==> config.mk <==
export PLATFORM = sky130hd
export DESIGN_NAME = synth_i2s_tx
export DESIGN_NICKNAME = d
export VERILOG_FILES = /design/src/rtl/synth_audio_pkg.sv /design/src/rtl/synth_bclk_gen.sv /design/src/rtl/synth_i2s_tx.sv
export SDC_FILE = /design/constraint.sdc
export NUM_CORES = 1
export LEC_CHECK = 0
export ABC_CLOCK_PERIOD_IN_PS = 7200
export CORE_AREA = 2 2 90 83
export CTS_CLUSTER_SIZE = 40
export DETAILED_ROUTE_END_ITERATION = 7
export DIE_AREA = 0 0 92 85
export PLACE_DENSITY = 0.56
export SLEW_MARGIN = 25
export SYNTH_ARGS = -nofsm -noshare
export SYNTH_HDL_FRONTEND = slang
export SYNTH_HIERARCHICAL = 1
export SYNTH_SLANG_ARGS = --single-unit
==> constraint.sdc <==
create_clock -name clk -period 7.2 [get_ports clk]
set_input_delay 1.44 -clock clk [delete_from_list [all_inputs] [get_ports clk]]
set_output_delay 1.44 -clock clk [all_outputs]
set_load 0.005 [all_outputs]
==> src/rtl/synth_audio_pkg.sv <==
// Shared audio constants and types for the I2S transmit path.
package synth_audio_pkg;

  localparam int SAMPLE_W  = 16;
  localparam int I2S_SLOTS = 32;
  localparam int SLOT_W    = $clog2(I2S_SLOTS);
  localparam int BIT_W     = $clog2(SAMPLE_W);

  typedef logic signed [SAMPLE_W-1:0] sample_t;
  typedef logic [SLOT_W-1:0]          slot_t;

  // Slot in which the next frame word is latched (left MSB slot).
  localparam slot_t LOAD_SLOT  = slot_t'(1);
  // Slot held during reset so the first falling edge lands on slot 0.
  localparam slot_t RESET_SLOT = slot_t'(I2S_SLOTS - 1);

  // Bit of the frame word carried in a slot. Left slots 1..16 give 15..0,
  // right slots 17..31 give 15..1 and slot 0 gives bit 0; all of these are
  // (16 - slot) mod 16, i.e. the negated low nibble of the slot index.
  function automatic logic [BIT_W-1:0] slot_bit(input slot_t slot);
    return {BIT_W{1'b0}} - slot[BIT_W-1:0];
  endfunction

endpackage

==> src/rtl/synth_bclk_gen.sv <==
// Bit-clock divider: bclk toggles every BCLK_HALF clk cycles; fall_strobe
// marks the cycle whose clock edge drives bclk from 1 to 0.
module synth_bclk_gen #(
  parameter int BCLK_HALF = 8
) (
  input  logic clk,
  input  logic reset_n,
  output logic bclk,
  output logic fall_strobe
);

  logic [7:0] div_cnt;
  logic       wrap;

  assign wrap        = (div_cnt == 8'(BCLK_HALF - 1));
  assign fall_strobe = wrap & bclk;

  // Half-period counter and registered bclk toggle on each wrap.
  always_ff @(posedge clk) begin
    if (!reset_n) begin
      div_cnt <= '0;
      bclk    <= 1'b0;
    end else if (wrap) begin
      div_cnt <= '0;
      bclk    <= ~bclk;
    end else begin
      div_cnt <= div_cnt + 8'd1;
    end
  end

endmodule

==> src/rtl/synth_i2s_tx.sv <==
// Mono-to-stereo I2S transmitter: a one-deep sample buffer feeds a frame
// word that is serialized MSB first on both channels, one bclk late.
module synth_i2s_tx
  import synth_audio_pkg::*;
#(
  parameter int BCLK_HALF = 8
) (
  input  logic                clk,
  input  logic                reset_n,
  input  logic [SAMPLE_W-1:0] sample_in,
  input  logic                sample_valid,
  output logic                sample_ready,
  output logic                bclk,
  output logic                lrclk,
  output logic                sdata,
  output logic                underrun
);

  logic    fall_strobe;
  slot_t   slot;
  slot_t   slot_next;
  sample_t buffer;
  logic    buffer_full;
  sample_t frame_word;
  sample_t frame_next;
  logic    load_edge;
  logic    xfer;

  synth_bclk_gen #(
    .BCLK_HALF (BCLK_HALF)
  ) u_bclk_gen (
    .clk         (clk),
    .reset_n     (reset_n),
    .bclk        (bclk),
    .fall_strobe (fall_strobe)
  );

  assign sample_ready = ~buffer_full;
  assign xfer         = sample_valid & sample_ready;
  assign slot_next    = slot + slot_t'(1);
  assign load_edge    = fall_strobe & (slot_next == LOAD_SLOT);

  // Word for the coming frame: buffered sample first, else a same-cycle
  // bypass from the input, else repeat the previous word.
  always_comb begin
    frame_next = frame_word;
    if (load_edge) begin
      if (buffer_full) begin
        frame_next = buffer;
      end else if (xfer) begin
        frame_next = sample_in;
      end
    end
  end

  // Slot counter and serializer; outputs move only on bclk falling edges.
  // sdata uses frame_next so the left MSB appears with the slot-1 load.
  always_ff @(posedge clk) begin
    if (!reset_n) begin
      slot  <= RESET_SLOT;
      lrclk <= 1'b1;
      sdata <= 1'b0;
    end else if (fall_strobe) begin
      slot  <= slot_next;
      lrclk <= slot_next[SLOT_W-1];
      sdata <= frame_next[slot_bit(slot_next)];
    end
  end

  // Sample buffer, frame word and underrun flag.
  always_ff @(posedge clk) begin
    if (!reset_n) begin
      buffer      <= '0;
      buffer_full <= 1'b0;
      frame_word  <= '0;
      underrun    <= 1'b0;
    end else begin
      frame_word <= frame_next;
      underrun   <= load_edge & ~buffer_full & ~xfer;
      if (load_edge) begin
        buffer_full <= 1'b0;
      end else if (xfer) begin
        buffer      <= sample_in;
        buffer_full <= 1'b1;
      end
    end
  end

endmodule

## Word-level counts from Yosys, hierarchy flattened

Cells that the tools add are included.

| operators by class | value |
|---|---|
| add/subtract/negate cells | 3 |
| $lt $le $gt $ge | 1 |
| equal/unequal tests | 2 |
| mux-type cells | 5 |
| bitwise logic cells | 10 |
| reductions and logical operators | 3 |

Operator list:

| kind | number |
|---|---|
| $mux W16 | 3 |
| $add A8 B1 Y8 const B | 1 |
| $eq A8 B3 Y1 const B | 1 |
| $add A5 B1 Y5 const B | 1 |
| $and A1 B1 Y1 | 5 |
| $eq A5 B1 Y1 const B | 1 |
| $lt A4 B5 Y1 const B | 1 |
| $not A1 Y1 | 5 |
| $bmux W1 S4 | 1 |
| $reduce_or A2 Y1 | 2 |
| $sub A1 B4 Y4 const A | 1 |
| $reduce_and A2 Y1 | 1 |
| $mux W1 | 1 |

| storage, ports and cells | value |
|---|---|
| register bits after elaboration | 50 |
| output and inout port bits | 5 |
| logic and storage cells | 33 |

## Depth between registers and ports, before layout

| logic depth | value |
|---|---|
| depth after elaboration | 7 |
| mapped depth | 10 |

## Modules after synthesis

The synthesis kept the hierarchy.

By module, submodules not included:

| module | instances | cells an instance | area an instance (um^2) | sequential area each (um^2) |
|---|---|---|---|---|
| synth_i2s_tx | 1 | 257 | 2152.1 | 800.8 |
| synth_bclk_gen | 1 | 43 | 384.1 | 180.2 |

## Least setup slack after synthesis

Ideal clock, no wire load.

| timing path | value |
|---|---|
| kind | register to register |
| from | register u_bclk_gen.div_cnt[0] |
| to | register sdata |
| arrival time | 2.966 ns |
| data required time | 7.083 ns |
| setup slack | 4.117 ns |
| stages on the path, launching flop included | 10 |
| buffers on the path | 0 |
| cell sequence | dfxtp_1 > ha_1 > or4b_4 > nor3_1 > o211ai_2 > nor2_1 > a2bb2oi_2 > mux2_2 > o311a_1 > a32o_1 |

| between the ends | value |
|---|---|
| word-level cells in the longest chain between the ends | 6 |

Ends and longest elaborated chain:

| item | line | RTL |
|---|---|---|
| start, declared | synth_bclk_gen.sv:12 | `logic [7:0] div_cnt;` |
| start signal, assigned | synth_bclk_gen.sv:27 | `div_cnt <= div_cnt + 8'd1;` |
| $eq A8 B3 Y1 (*) | synth_bclk_gen.sv:15 | `assign wrap = (div_cnt == 8'(BCLK_HALF - 1));` |
| $and A1 B1 Y1 (*) | synth_bclk_gen.sv:16 | `assign fall_strobe = wrap & bclk;` |
| named net fall_strobe | synth_i2s_tx.sv:19 | `logic fall_strobe;` |
| $and A1 B1 Y1 | synth_i2s_tx.sv:41 | `assign load_edge = fall_strobe & (slot_next == LOAD_SLOT);` |
| $mux W16 | synth_i2s_tx.sv:47 | `if (load_edge) begin` |
| $bmux W1 S4 | synth_i2s_tx.sv:66 | `sdata <= frame_next[slot_bit(slot_next)];` |
| $mux W1 (not written as such) | synth_i2s_tx.sv:66 |  |
| end signal, assigned | synth_i2s_tx.sv:66 |  |
| end, declared | synth_i2s_tx.sv:15 | `output logic sdata,` |

Mark *: on every way through the listed nets, which the timed path passes. The rest lies on a longest branch. The select of a mux whose other input is x is not followed.
A chain may end at the register's enable or synchronous reset.

## Worst setup path after layout

| timing path | value |
|---|---|
| from | input sample_valid |
| to | register sdata |

| between the ends | value |
|---|---|
| word-level cells in the longest chain between the ends | 6 |

Ends and longest elaborated chain:

| item | line | RTL |
|---|---|---|
| start, declared | synth_i2s_tx.sv:11 | `input logic sample_valid,` |
| $and A1 B1 Y1 | synth_i2s_tx.sv:39 | `assign xfer = sample_valid & sample_ready;` |
| $mux W16 | synth_i2s_tx.sv:50 | `end else if (xfer) begin` |
| $mux W16 | synth_i2s_tx.sv:48 | `if (buffer_full) begin` |
| $mux W16 | synth_i2s_tx.sv:47 |  |
| $bmux W1 S4 | synth_i2s_tx.sv:66 |  |
| $mux W1 (not written as such) | synth_i2s_tx.sv:66 |  |

No other way between the ends. The select of a mux whose other input is x is not followed.

==> flow_summary.yaml <==
outcome:
  outcome: "completed"
global_route:
  grt.total_usage: 0.169
  grt_pass1_vias: 2020
  grt_pass1_wl_mm: 10.5
  grt_overflow_total: 0
  antenna_found_initial: 0
  grt_max_degree: 25
route:
  detail_route.wl_per_cell_um: 15.9
  wl_mm: 6.43
  drc: 0
  viasPerCell: 5.57
  drt_iter0_drc: 210
  ant_nets: 0
  dr_total_vias: 2252
  firstDrtPassIters: 6
setup_path:
  cp-start-kind: "input port"
  critPathMaxStageDelay_ns: 1.02
  required_ns: 7.41
  crit_fanout: 22
  slowest_stage: "clkdlybuf4s50_1"
  cp_cell_sequence: "clkdlybuf4s50_1 > nand2_1 > o22ai_1 > a2bb2oi_2 > mux2_2 > o311a_1 > a32o_1"
  crit_arrival_ns: 3.92
  endpoint_kind: "register"
  path_class: "in -> reg"
layout:
  syn2layout_area_growth_pct: 12.0
  final_nets: 333
  drive_gt1_frac: 0.0740
  utilization: 0.412
  antenna_cells: 0
place:
  place.gp.congestion: 0.768
  place_hpwl_mm: 4.26
  port_buffers: 23
die:
  die_area_um2: 7820
  pin_count: 24
  start_util: 0.368
  row_count: 29
  dieWidth_um: 92
  core-area_um2: 6890
  die_h_um: 85
timing:
  tightestPinTransition_ns: 0.835
  setup_tns_ns: 0
  timing.fmax_ghz: 0.269
  final.setup_skew_ns: 0.0113
  final.min_clock_period_ns: 3.72
  slew_headroom: 0.442
  rsz0062_at_grt: "no"
  finalCritPeriodShare: 0.516
  slew_viol_final: 0
  finalSetupViolCount: 0
  report.final.hold_viol_count: 0
yosys:
  synth_top_cell_by_area: "dfxtp_1"
  avgSynthCellArea_um2: 8.45
  synth_area_leaders: "dfxtp_1 39%, nand2_1 6.4%, a21oi_1 5.1%, and2_1 2.7%, o21ai_0 2.6%"
  synth_edf_count: 0
  synth.distinct_cells: 63
  ys_warn_count: 6
  syn_inst: 300
  synth_nets: 322
  ys_ff_latch: 49
  synth_top_area_frac: 0.387
  async_flop_share: 0
  synth_area_um2: 2540
  seq_area_frac_synth: 0.387
  synth-main-ff-cell: "dfxtp_1"
pwr:
  p_int_mw: 0.372
  seqPwrFrac: 0.569
  clkPwrFrac: 0.347
  p_sw_frac: 0.256
  powerDensity_nw_per_um2: 176
  vdd_drop_max_mv: 0.103
  power.switching_mw: 0.128
  combinationalPowerShare: 0.084
  leakage_nw: 0.993
worst_hold_path:
  holdCritPathClass: "reg -> reg"
cts:
  tritoncts: "done"
  clkLatencyLatePin_ns: 0.32
  cts_sinks: 49
  cts.reportedPaths.clkPinSlew_ns: 0.09
  ctsResizeCount: 0
  cts_inserted_buffers: 5
  h-tree-depth: 2
  cts_root_buffer: "clkbuf_8"
  hold_buffers: 0
  cts_setup_buffers: 0
  clockBufferDepth: 2
flow_run:
  maxCapViolations: 0
cell families (layout without fill, tap and decap cells):
kind of cell             count (synthesis)  after routing  share of synthesized area
AND/OR/NAND/NOR                        117            117                      0.235
AO/OA/AOI/OAI                           90             90                      0.252
flip-flops                              49             49                      0.387
buffers and inverters                   30             41                     0.0710
XOR/XNOR                                 7              7                     0.0242
multiplexers                             4              4                     0.0163
adder cells (fa/ha/maj)                  3              3                     0.0148
cell type report:
| class | instances | area, um2 |
|---|---|---|
| Clock buffer | 6 | 82.6 |
| Clock inverter | 1 | 7.51 |
| Fill cell | 708 | 4050 |
| Inverter | 10 | 37.5 |
| Multi-Input combinational cell | 221 | 1380 |
| Sequential cell | 49 | 981 |
| Tap cell | 93 | 116 |
| Timing Repair Buffer | 24 | 238 |
worst paths after layout:
path / from / to / slack, ns / depth (start not counted)
worst max-delay path: sample_valid / sdata / 3.48 / 7
worst min-delay path: buffer[15] / buffer[15] / 0.46 / 2
worst max register to register: u_bclk_gen/div_cnt[0] / sdata / 3.54 / 10
worst min register to register: buffer[15] / buffer[15] / 0.46 / 2
state kept, by name (all words and copies together) (netlist names):
register	count
lrclk	1
slot	4
u_bclk_gen/div_cnt	8
u_bclk_gen/bclk	1
sdata	1
frame_word	16
underrun	1
buffer	16
buffer_full	1
cells in the mapped netlist (all sizes together) (3+ instances only):
library cell  number
a31oi              4
a41oi              5
nor2b              5
nor3              10
o211ai             4
o21ai             14
a22oi              4
and2              12
mux2i              3
dfxtp             49
clkbuf            11
a2bb2oi            3
a211o              3
nor2              13
o2bb2ai            3
nor3b              3
buf                9
xor2               5
a21oi             26
ha                 3
or3                5
inv               10
o2111ai            4
nand3              9
o22ai              3
nand2             43
nand4              7
worst max-delay path: cells and delay by family:
kind | cells | cell delay, ns
buf+inv | 1 | 1.02
compound gates | 4 | 0.87
simple gates | 1 | 0.30
mux | 1 | 0.29
placed cells by master (no fill, tap or decap), drive strengths merged, types with 9 or more instances in the layout:
cell and count:
a21oi 26, and2 12, clkdlybuf4s50 23, dfxtp 49, inv 10, nand2 43
nand3 9, nor2 13, nor3 10, o21ai 14
metal layers:
metal	track usage	share of wire	wire (um)	vias up
li1	-	-	-	1115
met1	0.252	0.51	3260	1062
met2	0.249	0.42	2710	66
met3	0.0293	0.058	370	9
met4	0.0529	0.014	92	0
met5	0	0	0	-
metrics by stage:
stage	instances	power, mW	setup slack (ns)	hold WS [ns]	cell area [um2]
after floorplan	300	0.312	4.12	0.436	2540
after global placement	397	0.332	3.18	0.446	2750
after detailed placement	397	0.332	3.22	0.448	2750
after CTS	404	0.504	3.54	0.461	2840
after global routing	404	0.523	3.28	0.485	2840
final	404	0.500	3.48	0.460	2840
power by group through the flow:
stage	Combinational, mW	Sequential (mW)	Clock, mW
after CTS	0.0418	0.284	0.178
final	0.0420	0.284	0.174
after floorplan	0.0250	0.287	0
after detailed placement	0.0415	0.291	0
after global routing	0.0466	0.286	0.190
after global placement	0.0411	0.291	0
Power figures use the tool's default switching activity.
